`src/rtl/midi_note_ctrl.sv`:
```
// midi_note_ctrl: MIDI byte-stream parser feeding a last-note-priority held-note stack.
// Drives a single voice with the most recently pressed key that is still held.
module midi_note_ctrl #(
  parameter int DEPTH   = 8,
  parameter int CHANNEL = 0,
  parameter bit OMNI    = 1'b0
) (
  input  logic       Clk,
  input  logic       Reset,
  input  logic [7:0] byte_in,
  input  logic       byte_valid,
  output logic [7:0] note,
  output logic       key_on,
  output logic [6:0] velocity,
  output logic       retrig,
  output logic [4:0] depth_cnt
);

  localparam logic [4:0] DEPTH_W = 5'(DEPTH);
  localparam logic [3:0] CHAN_W  = 4'(CHANNEL);

  typedef enum logic [1:0] {
    ST_IDLE,
    ST_WAIT_D1,
    ST_WAIT_D2
  } state_t;

  state_t     state_q, state_d;
  logic [7:0] status_q, status_d;
  logic [6:0] d1_q, d1_d;

  logic       msg_done;
  logic [6:0] msg_d1;
  logic [6:0] msg_d2;

  logic       ch_match;
  logic       ev_on;
  logic       ev_off;
  logic       ev_all;
  logic [6:0] ev_note;
  logic [6:0] ev_vel;

  logic [6:0] stk_note_q [DEPTH];
  logic [6:0] stk_note_d [DEPTH];
  logic [6:0] stk_vel_q  [DEPTH];
  logic [6:0] stk_vel_d  [DEPTH];
  logic [4:0] depth_q, depth_d;

  logic       hit;
  logic [4:0] hit_idx;

  logic [6:0] note_q, note_d;
  logic [6:0] vel_q, vel_d;
  logic       retrig_q, retrig_d;

  // Parser: classify each byte, track running status and collect data bytes into messages.
  always_comb begin
    state_d  = state_q;
    status_d = status_q;
    d1_d     = d1_q;
    msg_done = 1'b0;
    msg_d1   = 7'd0;
    msg_d2   = 7'd0;
    if (byte_valid) begin
      if (byte_in >= 8'hF8) begin
        state_d = state_q;
      end else if (byte_in >= 8'hF0) begin
        state_d  = ST_IDLE;
        status_d = 8'h00;
      end else if (byte_in[7]) begin
        state_d  = ST_WAIT_D1;
        status_d = byte_in;
      end else begin
        case (state_q)
          ST_WAIT_D1: begin
            if (status_q[7:4] == 4'hC || status_q[7:4] == 4'hD) begin
              msg_done = 1'b1;
              msg_d1   = byte_in[6:0];
            end else begin
              d1_d    = byte_in[6:0];
              state_d = ST_WAIT_D2;
            end
          end
          ST_WAIT_D2: begin
            msg_done = 1'b1;
            msg_d1   = d1_q;
            msg_d2   = byte_in[6:0];
            state_d  = ST_WAIT_D1;
          end
          default: begin
            state_d = state_q;
          end
        endcase
      end
    end
  end

  // Event decode: turn a completed message on our channel into note-on/note-off/all-off.
  always_comb begin
    ch_match = OMNI || (status_q[3:0] == CHAN_W);
    ev_on    = 1'b0;
    ev_off   = 1'b0;
    ev_all   = 1'b0;
    ev_note  = msg_d1;
    ev_vel   = msg_d2;
    if (msg_done && ch_match) begin
      case (status_q[7:4])
        4'h9: begin
          if (msg_d2 != 7'd0) ev_on = 1'b1;
          else                ev_off = 1'b1;
        end
        4'h8: ev_off = 1'b1;
        4'hB: begin
          if (msg_d1 == 7'd123 || msg_d1 == 7'd120) ev_all = 1'b1;
        end
        default: ev_all = 1'b0;
      endcase
    end
  end

  // Find the event's note among the valid stack entries (at most one match can exist).
  always_comb begin
    hit     = 1'b0;
    hit_idx = 5'd0;
    for (int i = 0; i < DEPTH; i++) begin
      if (!hit && (5'(i) < depth_q) && (stk_note_q[i] == ev_note)) begin
        hit     = 1'b1;
        hit_idx = 5'(i);
      end
    end
  end

  // Stack update: push on top (dropping a duplicate or the oldest entry), remove on release.
  always_comb begin
    for (int i = 0; i < DEPTH; i++) begin
      stk_note_d[i] = stk_note_q[i];
      stk_vel_d[i]  = stk_vel_q[i];
    end
    depth_d  = depth_q;
    retrig_d = 1'b0;
    if (ev_all) begin
      depth_d = 5'd0;
    end else if (ev_on) begin
      stk_note_d[0] = ev_note;
      stk_vel_d[0]  = ev_vel;
      for (int i = 1; i < DEPTH; i++) begin
        if (!hit || (5'(i) <= hit_idx)) begin
          stk_note_d[i] = stk_note_q[i-1];
          stk_vel_d[i]  = stk_vel_q[i-1];
        end
      end
      if (!hit && (depth_q != DEPTH_W)) depth_d = depth_q + 5'd1;
      retrig_d = 1'b1;
    end else if (ev_off && hit) begin
      for (int i = 0; i < DEPTH - 1; i++) begin
        if (5'(i) >= hit_idx) begin
          stk_note_d[i] = stk_note_q[i+1];
          stk_vel_d[i]  = stk_vel_q[i+1];
        end
      end
      depth_d = depth_q - 5'd1;
    end
  end

  // Output values follow the top entry while notes are held and otherwise keep their pitch.
  always_comb begin
    note_d = note_q;
    vel_d  = vel_q;
    if (depth_d != 5'd0) begin
      note_d = stk_note_d[0];
      vel_d  = stk_vel_d[0];
    end
  end

  // State register for parser, stack and outputs.
  always_ff @(posedge Clk or posedge Reset) begin
    if (Reset) begin
      state_q  <= ST_IDLE;
      status_q <= 8'h00;
      d1_q     <= 7'd0;
      depth_q  <= 5'd0;
      note_q   <= 7'd0;
      vel_q    <= 7'd0;
      retrig_q <= 1'b0;
      for (int i = 0; i < DEPTH; i++) begin
        stk_note_q[i] <= 7'd0;
        stk_vel_q[i]  <= 7'd0;
      end
    end else begin
      state_q  <= state_d;
      status_q <= status_d;
      d1_q     <= d1_d;
      depth_q  <= depth_d;
      note_q   <= note_d;
      vel_q    <= vel_d;
      retrig_q <= retrig_d;
      for (int i = 0; i < DEPTH; i++) begin
        stk_note_q[i] <= stk_note_d[i];
        stk_vel_q[i]  <= stk_vel_d[i];
      end
    end
  end

  assign note      = {1'b0, note_q};
  assign velocity  = vel_q;
  assign key_on    = (depth_q != 5'd0);
  assign retrig    = retrig_q;
  assign depth_cnt = depth_q;

endmodule

```
`config.mk`:
```
export PLATFORM = sky130hd
export DESIGN_NAME = midi_note_ctrl
export DESIGN_NICKNAME = d
export VERILOG_FILES = /design/src/rtl/midi_note_ctrl.sv
export SDC_FILE = /design/constraint.sdc
export NUM_CORES = 1
export LEC_CHECK = 0
export CORE_ASPECT_RATIO = 1.2
export CORE_MARGIN = 2
export CORE_UTILIZATION = 25
export CTS_CLUSTER_SIZE = 10
export DETAILED_ROUTE_END_ITERATION = 10
export GPL_TIMING_DRIVEN = 0
export PLACE_DENSITY = 0.47
export SYNTH_ARGS = -nofsm -noshare
export SYNTH_HDL_FRONTEND = slang
export SYNTH_SLANG_ARGS = --single-unit
```
`constraint.sdc`:
```
create_clock -name Clk -period 5.4 [get_ports Clk]
set_clock_uncertainty 0.15 [all_clocks]
set_input_delay 0.54 -clock Clk [delete_from_list [all_inputs] [get_ports Clk]]
set_output_delay 0.54 -clock Clk [all_outputs]
set_load 0.02 [all_outputs]
```
==> summary.txt <==
Setup path
  – Critical-path cell list: inv_1, ha_1, buf_2, nor3b_2, a32oi_1, buf_4, xnor2_1, nor4_1, nor3_2, a311oi_4, a41o_1, mux2i_1, o21ba_1, or4b_1, buf_2, buf_6, mux2_4
  – Slowest cell on crit path: nor4_1
  – Arr. time, crit path: 5.25 ns
  – Worst Path Required: 5.57 ns
  – Cell repeated most along the worst path: buf_2
  – Critical path class: flip-flop to flip-flop
  – CP top delay family: simple AND/OR/NAND/NOR gates
  – Max incr delay on CP: 0.63 ns
  – Setup crit end kind: flip-flop
  – CP Max Fanout: 10
  – Crit path buffers/inverters: 5
  – Startpoint types: flip-flop

Drt
  – Residual DRC: 0
  – M1 wire length: 9.65 mm
  – DR WL/cell: 17.9 um
  – Highest Signal Layer: met4
  – DR WL met3: 485 um
  – Wire length on met2: 11.8 mm
  – Routed Antenna Nets: 0
  – Routed WL: 22.4 mm
  – Via count: 6058
  – 1st-pass router iterations: 4
  – DRT iter0 DRCs: 268
  – Routed vias/inst: 4.85

STA
  – Worst-Margin Slew: 1.18 ns
  – Slew Limit Fails: 0
  – Max Fclk: 197 MHz
  – Hold slack: 0.338 ns
  – Tcrit/Tclk final: 0.941
  – Final hold vios: 0
  – Fin crit period: 5.08 ns
  – Final setup fails: 0
  – Relative slew slack: 0.204
  – RSZ-0062 raised after global routing: false

Floorplanning
  – IO Pins: 33
  – Die area: 0.0329 mm2
  – Die width: 166 um
  – Initial Util: 0.252
  – Std cell rows: 71
  – Chip height: 198 um
  – Core box area: 0.0312 mm2

Synth
  – Register bit count reported by yosys: 149
  – Number of synthesized flops with an enable pin: 0
  – Synthesized area: 0.00786 mm2
  – Area leader, netlist: dfrtp_1
  – Syn_area_per_cell: 10.0 um2
  – Post-synth top flop: dfrtp_1
  – Post-synth cell types: 62
  – Synth top area share: 0.474
  – Register area share after synthesis: 0.474
  – Async SR Flop Fraction: 1.00
  – Yosys warning count: 0
  – Synth top area cells: dfrtp_1, a22oi_1, nand2_1, o21ai_0, mux2_2
  – Mapped Nets: 803
  – Mapped Cells: 786

Global routing
  – Largest net degree at the start of global routing: 88
  – First-pass GRT wire length: 36.7 mm
  – Gr ovfl total: 0
  – Initial antenna violation count: 0
  – Total track usage: 0.142
  – Vias in the first global route: 6455

Worst hold path
  – Min-delay worst type: flip-flop to flip-flop

CTS
  – Clock Sinks: 149
  – Num CTS Buffers: 17
  – Clk Latency, worst-skew pair: 0.44 ns
  – Clock transition at path regs: 0.07 ns
  – CTS tree: built
  – Postcts setup bufs: 0
  – H-Tree Depth: 4
  – CTS root buf: clkbuf_16
  – Maximum clock insertion buffer count: 2
  – Hold buffer count at cts: 0

Pwr
  – Pwr/cell area: 350 mW/mm2
  – Peak VDD IR: 0.218 mV
  – Total Power Consumption: 0.00326 W
  – Leak: 3.89 nW

Final layout
  – Final-layout fill cell count: 3235
  – Footprint of the multi-input gates: 0.00387 mm2
  – Commonest non-fill, non-tap cell in the layout: dfrtp_1
  – Final core occ: 0.299
  – Nets: 853
  – Fraction of layout cells with a size suffix above 1: 0.133
  – Register Area: 0.00373 mm2
  – Most frequent cells in the layout: dfrtp_1, nand2_1, o21ai_0, a22oi_1, clkbuf_1
  – Antenna diode count: 0
  – Area grow syn2layout: 18.6%
  – Final std cells w/o fill: 1250

Place
  – Inst Count DP: 1218
  – Hpwl dp: 16.7 mm
  – IO buf count: 30
  – Gpl congestion: 0.807

Run
  – Max_cap viols: 0

Run status
  – Outcome: complete, no violations
worst reg2reg max path, stage by stage (launching register included):
cell,delay (ns)
dfrtp_1,0.37
inv_1,0.06
ha_1,0.35
buf_2,0.21
nor3b_2,0.38
a32oi_1,0.18
buf_4,0.22
xnor2_1,0.18
nor4_1,0.63
nor3_2,0.20
a311oi_4,0.39
a41o_1,0.22
mux2i_1,0.10
o21ba_1,0.22
or4b_1,0.44
buf_2,0.18
buf_6,0.17
mux2_4,0.31
synth_stat cells, types with 12 or more instances:
master    instances
a21oi_1          12
a22o_1           15
a22oi_1          70
clkbuf_1         38
dfrtp_1         149
mux2_2           36
nand2_1         125
nand4_1          12
nor2_1           29
o21ai_0          89
xnor2_1          36
xor2_1           21
per-layer routing:
metal	global-route usage	vias to the layer above
met5	0	-
met2	0.263	79
met1	0.164	2999
met4	0.0509	0
li1	-	2952
met3	0.0238	28
state kept, by name, indices dropped and copies added, names as in the netlist:
register and count:
stk_vel_q 56, retrig 1, stk_note_q 56, depth_cnt 5, velocity 7, status_q 8, note_q 7, d1_q 7
state_q 2
cell type report:
type,instances,share of cell area
well taps,401,0.0538
inverters,7,0.00362
clock buffers,18,0.0471
plain buffers,58,0.0275
flip-flops and latches,149,0.400
multi-input cells,572,0.415
repair buffers,31,0.0352
clock inverters,14,0.0178
timing repair:
item                                   4_1_cts  5_1_grt
endpoints found under the hold margin        0        0
setup endpoints to repair                    0       34
resized for setup                            0        4
stage by stage:
stage	worst slack, ns	cell area (um2)	TNS, ns
after floorplan	0.702	7860	0
after global placement	-1.88	8660	-284.87
after detailed placement	-0.331	8700	-6.51
after CTS	0.0488	9310	0
after global routing	0.0278	9320	0
final	0.319	9320	0
cell families after synthesis:
| group | synth area share |
|---|---|
| AOI/OAI and AO/OA | 0.187 |
| xor gates and xnor gates | 0.0635 |
| adders and majority gates | 0.00955 |
| buffers and inverters | 0.0360 |
| DFF | 0.474 |
| muxes | 0.0842 |
| other | 0.000477 |
| and+or+nand+nor | 0.145 |
power breakdown:
group | switching, W | internal [W] | leakage, nW
registers | 0.0000931 | 0.00121 | 2.04
clock network | 0.000530 | 0.000707 | 0.293
logic | 0.000413 | 0.000307 | 1.55
total | 0.00104 | 0.00223 | 3.89
final timing paths:
path	start	cells past startpoint	slack, ns	to
worst max-delay path	state_q[0]$_DFFE_PP0P_	17	0.32	velocity[2]$_DFFE_PP0P_
worst max register to register	state_q[0]$_DFFE_PP0P_	17	0.32	velocity[2]$_DFFE_PP0P_
min in group asynchronous	Reset	2	0.39	retrig$_DFF_PP0_
worst min register to register	note_q[2]$_DFFE_PP0P_	1	0.34	note_q[2]$_DFFE_PP0P_
worst min-delay path	note_q[2]$_DFFE_PP0P_	1	0.34	note_q[2]$_DFFE_PP0P_
max in group asynchronous	Reset	3	3.91	stk_vel_q[36]$_DFFE_PP0P_
Power figures use the tool's default switching activity.
